==> src/rtl/enc_8_serial.sv <==
// Serial priority encoder: captures a request vector, emits set-bit indices low to high.
// Optional `last` output when ENC_8_SERIAL_LAST_EN is defined.
module enc_8_serial #(
  parameter int widtho = 3
) (
  input  logic              clk,
  input  logic              rst,
  input  logic              enable,
  input  logic [2**widtho-1:0] in,
  input  logic              ready,
  output logic [widtho-1:0] idx,
  output logic              valid,
`ifdef ENC_8_SERIAL_LAST_EN
  output logic              last,
`endif
  output logic              busy
);

  localparam int widthi = 2**widtho;

  localparam logic IDLE = 1'b0;
  localparam logic BUSY = 1'b1;

  logic              r_state;
  logic [widthi-1:0] r_pending;
  logic [widtho-1:0] r_idx;
  logic              r_valid;
  logic              r_last;

  logic [widthi-1:0] w_rem;
  logic              w_cap;
  logic              w_take;

  function automatic logic [widtho-1:0] f_lsb(
    input logic [widthi-1:0] v
  );
    logic [widtho-1:0] r;
    r = '0;
    for (int i = widthi-1; i >= 0; i--)
      if (v[i]) r = i[widtho-1:0];
    return r;
  endfunction

  function automatic logic f_one(
    input logic [widthi-1:0] v
  );
    return (v & (v - 1'b1)) == '0;
  endfunction

  always_comb begin
    w_rem = r_pending;
    w_rem[r_idx] = 1'b0;
  end

  assign w_cap  = (r_state == IDLE) && !enable && (in != '0);
  assign w_take = (r_state == BUSY) && r_valid && ready;

  always_ff @(posedge clk or negedge rst) begin
    if (!rst) begin
      r_state   <= IDLE;
      r_pending <= '0;
      r_idx     <= '0;
      r_valid   <= 1'b0;
      r_last    <= 1'b0;
    end else if (w_cap) begin
      r_state   <= BUSY;
      r_pending <= in;
      r_idx     <= f_lsb(in);
      r_valid   <= 1'b1;
      r_last    <= f_one(in);
    end else if (w_take) begin
      r_pending <= w_rem;
      if (w_rem != '0) begin
        r_idx  <= f_lsb(w_rem);
        r_last <= f_one(w_rem);
      end else begin
        r_valid <= 1'b0;
        r_last  <= 1'b0;
        r_state <= IDLE;
      end
    end
  end

  assign idx   = r_idx;
  assign valid = r_valid;
  assign busy  = (r_state == BUSY);

`ifdef ENC_8_SERIAL_LAST_EN
  assign last = r_last;
`else
  logic w_unused;
  assign w_unused = r_last;
`endif

endmodule

==> config.mk <==
export PLATFORM = sky130hd
export DESIGN_NAME = enc_8_serial
export DESIGN_NICKNAME = d
export VERILOG_FILES = /design/src/rtl/enc_8_serial.sv
export SDC_FILE = /design/constraint.sdc
export NUM_CORES = 1
export LEC_CHECK = 0
export ABC_AREA = 1
export ABC_CLOCK_PERIOD_IN_PS = 3350
export CAP_MARGIN = 20
export CORE_ASPECT_RATIO = 1.1
export CORE_MARGIN = 3
export CORE_UTILIZATION = 53
export DETAILED_ROUTE_END_ITERATION = 8
export MAX_ROUTING_LAYER = met4
export PLACE_DENSITY_LB_ADDON = 0.08
export SLEW_MARGIN = 10
export SYNTH_ARGS = -nofsm -noshare
export SYNTH_HDL_FRONTEND = slang
export SYNTH_SLANG_ARGS = --single-unit
==> constraint.sdc <==
create_clock -name clk -period 3.35 [get_ports clk]
set_input_delay 0.5025 -clock clk [delete_from_list [all_inputs] [get_ports clk]]
set_output_delay 0.5025 -clock clk [all_outputs]
set_load 0.05 [all_outputs]
# Word level (Yosys, flattened, before mapping)
# Cells that the tools add are included.
[word_totals]
ff_bits = 12
in_bits = 12
output_inout_bits = 5
wordCells = 46
[classes]
order_cmp = 2
eq_ne = 1
n_mux = 26
n_bitwise = 3
n_reduce_logical = 11
[ops]
columns = ["operator", "count"]
rows = [
  ["3-bit 2-to-1 mux", 19],
  ["8-bit 2-to-1 mux", 2],
  ["8-bit nonzero test", 2],
  ["8-bit bitwise AND", 1],
  ["8-bit NOT", 1],
  ["1-bit logical AND", 4],
  ["3-bit by 4-bit less-than comparator with 1-bit output (second input constant)", 1],
  ["1-bit 2-to-1 mux", 4],
  ["2-bit AND reduction", 2],
  ["2-bit nonzero test", 2],
  ["1-bit demux with 3-bit select", 1],
  ["3-bit by 1-bit >= comparator with 1-bit output (second input constant)", 1],
  ["2-bit inequality test (second input constant)", 1],
  ["1-bit zero test", 1],
  ["1-bit NOT", 1],
]

# Logic depth before layout (Yosys ltp)
[depth]
word_depth = 17
depth_mapped = 11
mapped_depth_nobuf = 11

# Worst setup path before layout
# OpenSTA, ideal clock, no wires.
[synth_path]
path_kind = "register to register"
start = "register r_idx[2] (netlist: idx[2])"
end = "register r_idx[2] (netlist: idx[2])"
setup_ns = 0.119
arrival_time_ns = 1.485
required_time_ns = 3.231
setup_slack_ns = 1.746
path_stages_with_launch = 10
path_buffers = 0
synth_period_minus_slack_ns = 1.604
cell_sequence = "dfrtp_1 > nand3_1 > nand2_2 > nand2_2 > nor2_2 > nand3_2 > nand2_2 > inv_2 > o21ai_1 > inv_1"
[synth_between]
elab_chain_len = 17
elab_cells_between_ends = 21
classes_between = "order compare: 2; mux: 13; bitwise: 2; reduce/logical: 4"
[synth_rtl]
columns = ["element", "line_no", "text"]
rows = [
  ["from (decl)", "26", "logic [widtho-1:0] r_idx;"],
  ["from (signal assigned)", "68", "r_idx <= f_lsb(in);"],
  ["from (signal assigned)", "74", "r_idx <= f_lsb(w_rem);"],
  ["3-bit by 4-bit less-than comparator with 1-bit output (not written as such) or 3-bit by 1-bit >= comparator with 1-bit output (tied branches)", "52", "w_rem[r_idx] = 1'b0;"],
  ["1-bit logical AND (not written as such)", "52", ""],
  ["1-bit 2-to-1 mux (not written as such)", "52", ""],
  ["1-bit demux with 3-bit select (*)", "52", ""],
  ["8-bit NOT (no line) (*)", "n/a", ""],
  ["8-bit bitwise AND (no line) (*)", "n/a", ""],
  ["3-bit 2-to-1 mux (8 in series)", "40", "if (v[i]) r = i[widtho-1:0];"],
  ["3-bit 2-to-1 mux", "73", "if (w_rem != '0) begin"],
  ["3-bit 2-to-1 mux", "71", "end else if (w_take) begin"],
  ["3-bit 2-to-1 mux", "65", "end else if (w_cap) begin"],
]
# Every way passes the cells marked *; elsewhere a longest branch is shown, timed or not. The select of a mux whose other input is x is not followed.
# A chain may end at the register's enable or synchronous reset.

# Worst setup path after layout
[layout_path]
start = "register r_idx[0] (netlist: idx[0])"
end = "output port idx[0]"
[layout_lines]
columns = ["element", "line_no", "text"]
rows = [
  ["to (decl)", "11", "output logic [widtho-1:0] idx,"],
]
# No word-level cell between the ends.

==> out/qor.yml <==
yosys:
  synthCells: 119
  ys_seq_area_share_pct: 35.09
  synth_area_um2: 855.8
  synth_nets: 131
  synth.distinct_cells: 22
  yosysWarningCount: 0
  postSynthAreaPerCell_um2: 7.192
  ys_seq_elements: 12
cts:
  post_cts_buffers: 0
  clock_path_buffers: 2
  post_cts_resize_count: 0
  numCtsBuffers: 3
  htreeDepth: 1
  cts_tree: "yes"
  insertion_delay_ns: 0.27
  cts_root_buffer: "clkbuf_4"
  clkSinkCount: 12
  clkTransAtPathRegs_ns: 0.08
  cts_hold_buf: 0
critical_path:
  startpoint: "idx[0]"
  critPathSlowestCell: "clkdlybuf4s50_1"
  required_ns: 2.85
  critPathKind: "flip-flop to output pin"
  r2r_slack_ns: 1.84
  crit_buf_inv: 1
  r2r_start: "idx[1]"
  path_cells: "clkdlybuf4s50_1"
  max_stage_delay_ns: 0.85
  end_kind: "output pin"
  critical_path.max_fanout: 7
  critPathLaunchType: "flip-flop"
  cp.arrival_ns: 1.59
  reg2regPathDepth: 10
  path_delay_family: "buffers and inverters"
  rr_endpoint: "idx[2]"
worst_hold_path:
  hp-start: "r_pending[3]"
  whs_endpoint: "r_pending[3]"
  hp-class: "flip-flop to flip-flop"
  hold_depth: 2
timing:
  slew_violations: 0
  rsz0062_at_grt: "false"
  period_minus_slack_ns: 2.095
  fin_crit_sh_pct: 62.53
  fin_tns_setup_ns: 0
  hold-worst-slack_ns: 0.5308
  max_freq_mhz: 477.4
  setup_violations: 0
  relSlewSlack_pct: 62.70
  final_hold_viol_count: 0
  tightest_slew_ns: 0.5577
  fin_skew_ns: 0.001146
detailed_routing:
  avgRoutedWirePerCell_um: 11.89
  drtAntennaViolNets: 0
  drc: 0
  viasPerCell: 5.539
  first_pass_iters: 4
  totalWireLength_mm: 1.808
  dr.first_iter.drc_count: 7
  route.vias.total: 842
global_route:
  grt_util_all_layers_pct: 20.59
  antenna_found_initial: 0
  grt_pass1_wl_mm: 3.146
  grt-ovfl-total: 0
  grt_pass1_vias: 777
  grt_max_degree: 20
floorplan:
  row_count: 14
  die_w_um: 44.32
  chipHeight_um: 48.15
  io_pins: 17
  initial_core_util_pct: 59.58
  core_area_um2: 1436
  dieArea_um2: 2134
cells_and_area:
  syn2layout_area_growth_pct: 23.10
  nFillCells: 136
  drive_gt1_share_pct: 17.65
  num_antenna_cells: 0
  final_nets: 149
placed_design:
  gp_congestion: 0.8311
  hpwl_mm: 1.467
  port_buffers: 16
outcome:
  status: "completed"
job:
  drv_cap: 0
power:
  cellPowerDensity_nw_per_um2: 904.6
  p_leak_nw: 0.5283
  vdd_drop_max_v: 0.0005112
## flip-flops by register name, summed over array words and instances (netlist names)
name,flops
idx,3
r_pending,8
valid,1
## cell families (layout without fill, tap and decap cells)
| family | Yosys count | count (layout) | share of synthesized area, % |
|---|---|---|---|
| AND/OR/NAND/NOR | 71 | 71 | 42.25 |
| buffers and inverters | 20 | 37 | 9.648 |
| AO/OA/AOI/OAI | 16 | 16 | 13.01 |
| flip-flops | 12 | 12 | 35.09 |
## layer usage
layer | up-vias | GRT usage (%) | part of all wire (%)
met5 | - | - | 0
met4 | 0 | 7.229 | 1.4
met3 | 4 | 3.321 | 6.1
met2 | 32 | 34.88 | 48
met1 | 382 | 25.11 | 45
li1 | 424 | - | -
## worst max path at each step
stage | to | slack [ns] | depth (start not counted)
2_1_floorplan | idx[2] | 1.75 | 9
3_3_place_gp | idx[2] | 1.34 | 11
3_5_place_dp | idx[2] | 1.26 | 11
4_1_cts | idx[0] | 1.26 | 1
5_1_grt | idx[2] | 1.20 | 1
6_report | idx[0] | 1.26 | 1
## stage by stage
stage | cell area (µm²) | util (%) | power, mW | std cells | setup WS [ns]
floorplan | 855.8 | - | 0.7057 | 119 | 1.746
global placement | 1017 | 70.82 | 0.8279 | 148 | 1.336
detailed placement | 1017 | 70.82 | 0.8392 | 148 | 1.263
CTS | 1054 | 73.34 | 0.9546 | 152 | 1.256
global route | 1054 | 73.34 | 1.046 | 152 | 1.200
finish | 1054 | 73.34 | 0.9530 | 152 | 1.255
## worst min-delay path, cell delays in order (launching register included)
cell and delay, ns:
dfrtp_1 0.35, nand3_1 0.08, o221ai_1 0.07
## placed cells by master, fill, tap and decap left out
cell	count
nand2_1	29
nand3_1	19
clkdlybuf4s50_1	16
inv_1	13
dfrtp_1	12
nor2_1	7
nand2_2	6
o221ai_1	6
inv_2	4
nor2_2	4
a21oi_1	4
clkbuf_4	3
nor2_4	2
o21ai_1	2
nand2_4	1
nand2_8	1
nand3_2	1
a21boi_1	1
o21ai_0	1
a21oi_2	1
o211ai_1	1
nor3_1	1
clkbuf_8	1
## cell type report
type / instances / area [µm²] / share of cell area (%)
tap: 16 / 20.02 / 1.900
timing repair buffer: 16 / 160.2 / 15.20
clock buffer: 4 / 36.28 / 3.444
multi-input combinational: 87 / 473.0 / 44.89
inverter: 17 / 63.81 / 6.057
sequential: 12 / 300.3 / 28.50
## power breakdown
group	internal [mW]	switching, mW
Clock	0.0660	0.0495
Sequential	0.210	0.0675
Combinational	0.203	0.357
Total	0.479	0.474
## synth_stat cells
library cell,n,share of area [%]
nor2_2,4,2.9
a21oi_1,4,2.3
dfrtp_1,12,35
nand3_2,1,1.2
clkbuf_1,1,0.44
nand2_2,6,4.4
a21boi_1,1,0.88
nor3_1,1,0.58
nor2_1,7,3.1
nand2_8,1,2.3
inv_2,4,1.8
nand2_4,1,1.3
buf_4,2,1.8
a21oi_2,1,1.0
o211ai_1,1,0.88
o21ai_1,2,1.2
o21ai_0,1,0.58
nor2_4,2,2.6
o221ai_1,6,6.1
nand2_1,29,13
inv_1,13,5.7
nand3_1,19,11
Note: power is estimated with default switching activity, not from simulation.
